### src/rtl/clksw_pkg.sv
// Shared definitions for the clock-switch controller: FSM state encoding and parameter defaults.
package clksw_pkg;

  localparam logic [1:0] ST_IDLE_ENC  = 2'd0;
  localparam logic [1:0] ST_BREAK_ENC = 2'd1;
  localparam logic [1:0] ST_MAKE_ENC  = 2'd2;

  typedef enum logic [1:0] {
    S_IDLE  = ST_IDLE_ENC,
    S_BREAK = ST_BREAK_ENC,
    S_MAKE  = ST_MAKE_ENC
  } state_t;

  localparam int TO_MAX_DEF = 200;
  localparam int TO_W_DEF   = 8;
  localparam int SYNC_N_MIN = 2;

endpackage

### src/rtl/clksw_ctrl_sync_ff.sv
// N-flop synchroniser bringing one asynchronous valid flag into the reference clock domain.
module sync_ff
  import clksw_pkg::*;
#(
  parameter int N = SYNC_N_MIN
) (
  input  logic i_clk,
  input  logic i_rst,
  input  logic i_d,
  output logic o_q
);

  logic [N-1:0] r_sh;

  always_ff @(posedge i_clk or posedge i_rst) begin
    if (i_rst) begin
      r_sh <= '0;
    end else begin
      r_sh <= {r_sh[N-2:0], i_d};
    end
  end

  assign o_q = r_sh[N-1];

endmodule

### src/rtl/clksw_ctrl.sv
// Break-before-make controller for the glitch-free clock switch (select, confirm, status).
// Optional phase timeout with revert is built when CLKSW_CTRL_TIMEOUT_EN is defined.
module clksw_ctrl
  import clksw_pkg::*;
#(
  parameter logic INIT   = 1'b0,
  parameter int   SYNC_N = SYNC_N_MIN,
  parameter int   TO_W   = TO_W_DEF,
  parameter int   TO_MAX = TO_MAX_DEF
) (
  input  logic       i_clk,
  input  logic       i_rst,
  input  logic       i_req,
  input  logic       i_req_src,
  input  logic [1:0] i_vld,
  output logic       o_sel,
  output logic       o_cur_src,
  output logic       o_busy,
  output logic       o_done,
  output logic       o_err
);

  if (SYNC_N < SYNC_N_MIN) begin : g_chk_sync
    $error("clksw_ctrl: SYNC_N must be at least 2");
  end
  if ((TO_W < 1) || (TO_MAX < 1) || (TO_W < 31 && TO_MAX >= (1 << TO_W))) begin : g_chk_to
    $error("clksw_ctrl: TO_MAX must fit in TO_W bits");
  end

  logic [1:0] w_vs;

  for (genvar gi = 0; gi < 2; gi++) begin : g_sync
    sync_ff #(.N(SYNC_N)) u_sync (
      .i_clk (i_clk),
      .i_rst (i_rst),
      .i_d   (i_vld[gi]),
      .o_q   (w_vs[gi])
    );
  end

  state_t r_state, w_state_next;
  logic   r_sel, w_sel_next;
  logic   r_cur, w_cur_next;
  logic   r_busy, w_busy_next;
  logic   r_done, w_done_next;

`ifdef CLKSW_CTRL_TIMEOUT_EN
  localparam logic [TO_W-1:0] TO_LIM = TO_W'(TO_MAX);
  logic            r_err, w_err_next;
  logic [TO_W-1:0] r_timer, w_timer_next;
`endif

  always_comb begin
    w_state_next = r_state;
    w_sel_next   = r_sel;
    w_cur_next   = r_cur;
    w_busy_next  = r_busy;
    w_done_next  = 1'b0;
`ifdef CLKSW_CTRL_TIMEOUT_EN
    w_err_next   = 1'b0;
    w_timer_next = r_timer;
`endif
    case (r_state)
      S_IDLE: begin
        if (i_req) begin
          if (i_req_src == r_cur) begin
            w_done_next = 1'b1;
          end else begin
            w_sel_next   = i_req_src;
            w_busy_next  = 1'b1;
            w_state_next = S_BREAK;
`ifdef CLKSW_CTRL_TIMEOUT_EN
            w_timer_next = '0;
`endif
          end
        end
      end
      S_BREAK: begin
        // completion is tested first so it wins over a timeout in the same cycle
        if (!w_vs[r_cur]) begin
          w_state_next = S_MAKE;
`ifdef CLKSW_CTRL_TIMEOUT_EN
          w_timer_next = '0;
`endif
        end
`ifdef CLKSW_CTRL_TIMEOUT_EN
        else if (r_timer == TO_LIM) begin
          w_sel_next   = r_cur;
          w_busy_next  = 1'b0;
          w_err_next   = 1'b1;
          w_timer_next = '0;
          w_state_next = S_IDLE;
        end else begin
          w_timer_next = r_timer + 1'b1;
        end
`endif
      end
      S_MAKE: begin
        if (w_vs[r_sel]) begin
          w_cur_next   = r_sel;
          w_busy_next  = 1'b0;
          w_done_next  = 1'b1;
          w_state_next = S_IDLE;
        end
`ifdef CLKSW_CTRL_TIMEOUT_EN
        else if (r_timer == TO_LIM) begin
          w_sel_next   = r_cur;
          w_busy_next  = 1'b0;
          w_err_next   = 1'b1;
          w_timer_next = '0;
          w_state_next = S_IDLE;
        end else begin
          w_timer_next = r_timer + 1'b1;
        end
`endif
      end
      default: begin
        w_sel_next   = r_cur;
        w_busy_next  = 1'b0;
        w_state_next = S_IDLE;
      end
    endcase
  end

  always_ff @(posedge i_clk or posedge i_rst) begin
    if (i_rst) begin
      r_state <= S_IDLE;
      r_sel   <= INIT;
      r_cur   <= INIT;
      r_busy  <= 1'b0;
      r_done  <= 1'b0;
    end else begin
      r_state <= w_state_next;
      r_sel   <= w_sel_next;
      r_cur   <= w_cur_next;
      r_busy  <= w_busy_next;
      r_done  <= w_done_next;
    end
  end

`ifdef CLKSW_CTRL_TIMEOUT_EN
  always_ff @(posedge i_clk or posedge i_rst) begin
    if (i_rst) begin
      r_err   <= 1'b0;
      r_timer <= '0;
    end else begin
      r_err   <= w_err_next;
      r_timer <= w_timer_next;
    end
  end

  assign o_err = r_err;
`else
  assign o_err = 1'b0;
`endif

  assign o_sel     = r_sel;
  assign o_cur_src = r_cur;
  assign o_busy    = r_busy;
  assign o_done    = r_done;

endmodule
### config.mk
export PLATFORM = sky130hd
export DESIGN_NAME = clksw_ctrl
export DESIGN_NICKNAME = d
export VERILOG_FILES = /design/src/rtl/clksw_pkg.sv /design/src/rtl/clksw_ctrl_sync_ff.sv /design/src/rtl/clksw_ctrl.sv
export SDC_FILE = /design/constraint.sdc
export NUM_CORES = 1
export LEC_CHECK = 0
export CORE_AREA = 2 2 39 41
export CTS_CLUSTER_SIZE = 20
export DETAILED_ROUTE_END_ITERATION = 6
export DIE_AREA = 0 0 41 43
export PLACE_DENSITY_LB_ADDON = 0.15
export SLEW_MARGIN = 20
export SYNTH_ARGS = -nofsm -noshare
export SYNTH_HDL_FRONTEND = slang
export SYNTH_SLANG_ARGS = --single-unit
### constraint.sdc
create_clock -name i_clk -period 1.75 [get_ports i_clk]
set_input_delay 0.35 -clock i_clk [delete_from_list [all_inputs] [get_ports i_clk]]
set_output_delay 0.35 -clock i_clk [all_outputs]
set_load 0.05 [all_outputs]
==> flow_metrics.py, run 1 <==
metrics = {
    "clock_tree": {
        "clock_sinks": 10,
        "clkTransAtPathRegs_ns": 0.07,
        "clock_latency_ns": 0.27,
        "cts-root-buf": "clkbuf_4",
        "post-cts-setup-buffer-count": 0,
        "htreeDepth": 1,
        "cts-resized-gates": 0,
        "cts_buffers": 3,
        "cts_hold_buffers": 0,
        "clk_path_buf_depth": 2,
        "cts_tree": "yes",
    },
    "layout": {
        "final_cell_mix": "dfrtp_1, a21oi_1, buf_4, inv_1, clkdlybuf4s50_1",
        "ff_latch_area_sq_um": 251,
        "nNetsFinal": 71,
        "syn_to_final_growth_pct": 29.7,
        "multiInputGateArea_sq_um": 234,
        "drive_above_1_share_pct": 29.5,
        "layout_commonest_cell": "dfrtp_1",
        "antennaDiodeCount": 0,
        "design_area_sq_um": 667,
        "fill_cells": 133,
    },
    "yosys": {
        "netlist_area_sq_um": 514,
        "netlist.area_leader.share_pct": 48.7,
        "synth_cell_type_count": 20,
        "ys_top_cells_by_area": "dfrtp_1, a21oi_1, ha_1",
        "syn_nets": 55,
        "ys_warn_count": 0,
        "syn_inst": 46,
        "synth_top_area_cell": "dfrtp_1",
        "ys_seq_elements": 10,
        "avgSynthCellArea_sq_um": 11.2,
        "yosysSeqAreaShare_pct": 48.7,
    },
    "die": {
        "row_count": 14,
        "ios": 11,
        "initial_core_util_pct": 37.2,
        "core_sq_um": 1380,
        "die_x_microns": 41,
        "die_height_microns": 43,
        "die-area_sq_um": 1760,
    },
    "critical_path": {
        "crit_chain": "inv_1, ha_1, a22oi_2, nor2b_4, mux2_4",
        "required_ns": 1.91,
        "critical_path.endpoint_type": "flip-flop",
        "cp_num_cells": 5,
        "r2r_cells": 5,
        "cp_max_fo": 5,
        "r2r-end": "r_state[1]$_DFFE_PP0P_",
        "crit_family": "flip-flops",
        "critPathArrivalTime_ns": 1.71,
        "crit_slowest_cell": "dfrtp_1",
        "rrSetupSlack_ns": 0.19,
        "worst-path-buf-inv": 1,
        "crit_type": "reg2reg",
        "r2r_start": "r_state[0]$_DFFE_PP0P_",
        "start_kind": "flip-flop",
        "critPathLaunch": "r_state[0]$_DFFE_PP0P_",
        "max_stage_delay_ns": 0.37,
    },
    "grt": {
        "grt_pass1_wl_mm": 1.56,
        "grt_pass1_vias": 344,
        "track_usage_pct": 13.8,
        "grt_max_degree": 11,
        "grt_antenna_before_repair": 0,
        "grt-ovfl-total": 0,
    },
    "hold_path": {
        "hp-class": "reg2reg",
        "hold_path_depth": 0,
        "worstHoldEndpoint": "g_sync[0].u_sync.r_sh[1]$_DFF_PP0_",
        "hp-start": "g_sync[0].u_sync.r_sh[0]$_DFF_PP0_",
    },
    "sta": {
        "tns_ns": 0,
        "fin_skew_ns": 0.00130,
        "slew_violations": 0,
        "rsz0062_at_grt": "no",
        "setup_viol": 0,
        "fin_crit_ns": 1.56,
        "final_hold_viol_count": 0,
        "maxClockFrequency_mhz": 641,
        "finalCritPeriodShare_pct": 89.1,
    },
    "pwr": {
        "leakagePower_nw": 0.317,
        "total_power_mw": 1.22,
        "p_per_area_nw_per_um2": 1830,
        "peakVddDrop_mv": 0.777,
    },
    "detailed_routing": {
        "drc": 0,
        "routedWlPerCell_microns": 12.2,
        "dr.first_iter.drc_count": 9,
        "vias": 368,
        "wl_microns": 942,
        "vias_per_cell": 4.78,
        "ant_nets": 0,
        "first_pass_iters": 4,
    },
    "flow_run": {
        "max_cap_viol_count": 0,
    },
    "placed_design": {
        "dpl-instance-area_sq_um": 631,
        "place_congestion": 0.756,
        "dp_hpwl_microns": 718,
        "numPortBuffers": 9,
    },
    "run_status": {
        "status": "finished, final reports clean",
    },
}
power by group:
| part | switching (mW) | internal, mW |
|---|---|---|
| combinational | 0.393 | 0.282 |
| clock | 0.0830 | 0.126 |
| sequential | 0.0400 | 0.295 |
| total | 0.516 | 0.703 |
kinds of logic (layout without fill, tap and decap cells):
family	count (synthesis)	count (layout)	share of synthesized area, %
muxes	3	3	7.79
other	1	1	0.729
buffers and inverters	7	22	5.84
adders and majority gates	3	3	7.30
AOI/OAI and AO/OA	15	15	19.5
and+or+nand+nor	6	6	7.06
DFF	10	10	48.7
xor gates and xnor gates	1	1	3.16
worst register-to-register path, delay by kind of cell (launching register included):
family	cells	cell delay [ns]
adders and majority gates	1	0.26
DFF	1	0.37
muxes	1	0.29
buffers and inverters	1	0.07
AOI/OAI and AO/OA	1	0.25
and+or+nand+nor	1	0.19
metal layers:
metal / vias up / GRT usage, % / wire, microns
li1: 186 / - / -
met1: 171 / 19.1 / 431
met2: 9 / 17.2 / 461
met3: 2 / 6.28 / 36
met4: 0 / 8.00 / 12
met5: - / 0 / 0
sequential cells by signal, summed over array words and instances, names as in the netlist:
| name | count |
|---|---|
| o_sel | 1 |
| o_busy | 1 |
| o_cur_src | 1 |
| o_done | 1 |
| r_state | 2 |
| g_sync.u_sync.r_sh | 4 |
area by class of cell:
cell class | count | share of cell area (%)
Multi-Input combinational cell | 29 | 35.1
Timing Repair Buffer | 12 | 15.4
Tap cell | 16 | 3.00
Clock buffer | 4 | 5.44
Inverter | 6 | 3.38
Sequential cell | 10 | 37.7
cells in the mapped netlist:
master    number
a21oi_1        8
buf_4          1
conb_1         1
dfrtp_1       10
nor2_1         1
nor3_1         1
a21oi_4        1
a22oi_2        1
mux2_4         2
nor2b_4        1
o22ai_1        1
nand2b_1       1
nand2_1        2
o21ai_0        1
xor2_2         1
inv_1          6
ha_1           3
o21a_1         1
mux2i_1        1
a31oi_1        2
through the flow:
stage | utilization, % | hold slack, ns | instances | worst slack (ns)
after floorplan | - | 0.190 | 46 | 0.0482
after global placement | 45.6 | 0.332 | 73 | 0.0399
after detailed placement | 45.6 | 0.335 | 73 | 0.0116
after CTS | 48.2 | 0.351 | 77 | 0.197
after global routing | 48.2 | 0.357 | 77 | 0.129
final | 48.2 | 0.349 | 77 | 0.191
worst max-delay path by stage:
stage / endpoint / slack [ns]
after floorplan: r_state[1]$_DFFE_PP0P_ / 0.05
after global placement: r_state[1]$_DFFE_PP0P_ / 0.04
after detailed placement: r_state[1]$_DFFE_PP0P_ / 0.01
after CTS: r_state[1]$_DFFE_PP0P_ / 0.20
after global routing: r_state[1]$_DFFE_PP0P_ / 0.13
final: r_state[1]$_DFFE_PP0P_ / 0.19
Power figures use the tool's default switching activity.
==> run 2: changes to the inputs <==
- GPL_TIMING_DRIVEN: default -> 0
==> run 2 against run 1 <==
Via count decreased by 2.2%; non-clock buffer count fell by 2; routed wire length down 4.1%; final area shrank 0.94%; flip-flop and latch count did not move; combinational power decreased by 12%; die area did not move; total power shrank 4.5%; critical endpoint is now o_cur_src.
==> flow_metrics.py, run 2 (synthesis results as in run 1) <==
metrics = {
    "run_status": {
        "status": "finished, final reports clean",
    },
    "sta": {
        "tns_ns": 0,
        "slew_headroom_pct": 66.7,
        "fin_crit_ns": 1.63,
        "finalCritPeriodShare_pct": 93.2,
        "maxClockFrequency_mhz": 613,
        "setup_viol": 0,
        "slew_violations": 0,
        "setup_slack_ns": 0.119,
        "rsz0062_at_grt": "no",
        "fin_skew_ns": 0.000704,
        "worst_pin_slew_ns": 0.498,
        "final_hold_viol_count": 0,
    },
    "layout": {
        "final_cell_mix": "dfrtp_1, a21oi_1, inv_1, clkdlybuf4s50_1",
        "nNetsFinal": 69,
        "postLayoutCoreUtil_pct": 47.7,
        "top_register": "g_sync.u_sync.r_sh",
        "syn_to_final_growth_pct": 28.5,
        "multiInputGateArea_sq_um": 234,
        "ff_latch_area_sq_um": 251,
        "drive_above_1_share_pct": 20.3,
        "fill_cells": 133,
        "layout_commonest_cell": "dfrtp_1",
        "reg.largest.list": "g_sync.u_sync.r_sh (4), r_state (2)",
        "antennaDiodeCount": 0,
        "final_cells": 75,
        "largest_register_ffs": 4,
    },
    "critical_path": {
        "r2r-end": "r_state[1]$_DFFE_PP0P_",
        "r2r_cells": 4,
        "cp_max_fo": 7,
        "critPathArrivalTime_ns": 1.28,
        "worst-path-buf-inv": 1,
        "crit_family": "buffers and inverters",
        "start_kind": "flip-flop",
        "crit_type": "reg2out",
        "r2r_start": "o_cur_src$_DFFE_PP0P_",
        "required_ns": 1.40,
        "crit_slowest_cell": "dlygate4sd2_1",
        "max_stage_delay_ns": 0.56,
        "critical_path.endpoint_type": "output port",
        "rrSetupSlack_ns": 0.19,
        "crit_chain": "dlygate4sd2_1",
    },
    "detailed_routing": {
        "ant_nets": 0,
        "vias_per_cell": 4.80,
        "vias": 360,
        "wl_microns": 903,
        "dr.first_iter.drc_count": 8,
        "routedWlPerCell_microns": 12.0,
        "first_pass_iters": 4,
        "drc": 0,
    },
    "die": {
        "initial_core_util_pct": 37.2,
        "core_sq_um": 1380,
        "die-area_sq_um": 1760,
        "die_height_microns": 43,
        "row_count": 14,
        "die_x_microns": 41,
        "ios": 11,
    },
    "clock_tree": {
        "htreeDepth": 1,
        "post-cts-setup-buffer-count": 0,
        "clock_sinks": 10,
        "cts-resized-gates": 3,
        "clk_path_buf_depth": 2,
        "clkTransAtPathRegs_ns": 0.07,
        "cts_buffers": 3,
        "cts_hold_buffers": 0,
        "cts-root-buf": "clkbuf_4",
        "cts_tree": "yes",
        "clock_latency_ns": 0.26,
    },
    "grt": {
        "grt_max_degree": 11,
        "grt_pass1_vias": 379,
        "grt-ovfl-total": 0,
        "track_usage_pct": 13.7,
        "grt_antenna_before_repair": 0,
        "grt_pass1_wl_mm": 1.62,
    },
    "pwr": {
        "p_per_area_nw_per_um2": 1760,
        "peakVddDrop_mv": 0.915,
        "total_power_mw": 1.16,
        "leakagePower_nw": 0.325,
    },
    "hold_path": {
        "hold_path_depth": 0,
        "hp-start": "g_sync[1].u_sync.r_sh[0]$_DFF_PP0_",
        "hp-class": "reg2reg",
        "worstHoldEndpoint": "g_sync[1].u_sync.r_sh[1]$_DFF_PP0_",
    },
    "placed_design": {
        "place_inst": 71,
        "numPortBuffers": 9,
        "place_congestion": 0.742,
        "pre_cts_ws_ns": -0.0655,
        "dp_hpwl_microns": 659,
    },
    "flow_run": {
        "max_cap_viol_count": 0,
    },
}
==> run 2: cell count changes in the layout (fill, tap and decap cells not counted) <==
cell | previous run | this run
dlymetal6s2s_1 | 0 | 1
buf_4 | 7 | 1
dlygate4sd2_1 | 0 | 3
==> run 2: layer usage <==
layer	global-route usage, %	vias to the layer above	wire length (microns)
met4	6.00	0	14
met3	4.71	2	36
met1	19.4	169	463
li1	-	180	-
met2	18.4	9	388
met5	0	-	0
==> run 2: how the worst max path moves through the flow <==
stage	to	from	depth (start not counted)	slack, ns
3_5_place_dp	r_state[1]$_DFFE_PP0P_	i_req_src	5	-0.07
2_1_floorplan	r_state[1]$_DFFE_PP0P_	o_sel$_DFFE_PP0P_	4	0.05
3_3_place_gp	r_state[1]$_DFFE_PP0P_	i_req_src	5	-0.07
6_report	o_cur_src	o_cur_src$_DFFE_PP0P_	1	0.12
5_1_grt	o_cur_src	o_cur_src$_DFFE_PP0P_	1	0.07
4_1_cts	o_done	o_done$_DFF_PP0_	1	0.01
==> run 2: per-stage QoR <==
step           hold slack (ns)  area, sq um
6_report                 0.352          661
5_1_grt                  0.372          661
4_1_cts                  0.355          658
3_5_place_dp             0.338          626
3_3_place_gp             0.332          626
2_1_floorplan            0.190          515
==> run 2: power breakdown <==
part	leakage, nW	internal, mW	switching, mW
Combinational	0.182	0.244	0.353
Clock	0.0210	0.126	0.0798
Sequential	0.122	0.295	0.0662
==> run 2: final cells by class <==
| class | count | share of cell area, % |
|---|---|---|
| buffer | 1 | 1.14 |
| clock buffer | 4 | 5.49 |
| inverter | 6 | 3.41 |
| multi-input combinational | 29 | 35.4 |
| sequential | 10 | 38.1 |
| tap | 16 | 3.03 |
| timing repair buffer | 9 | 13.4 |
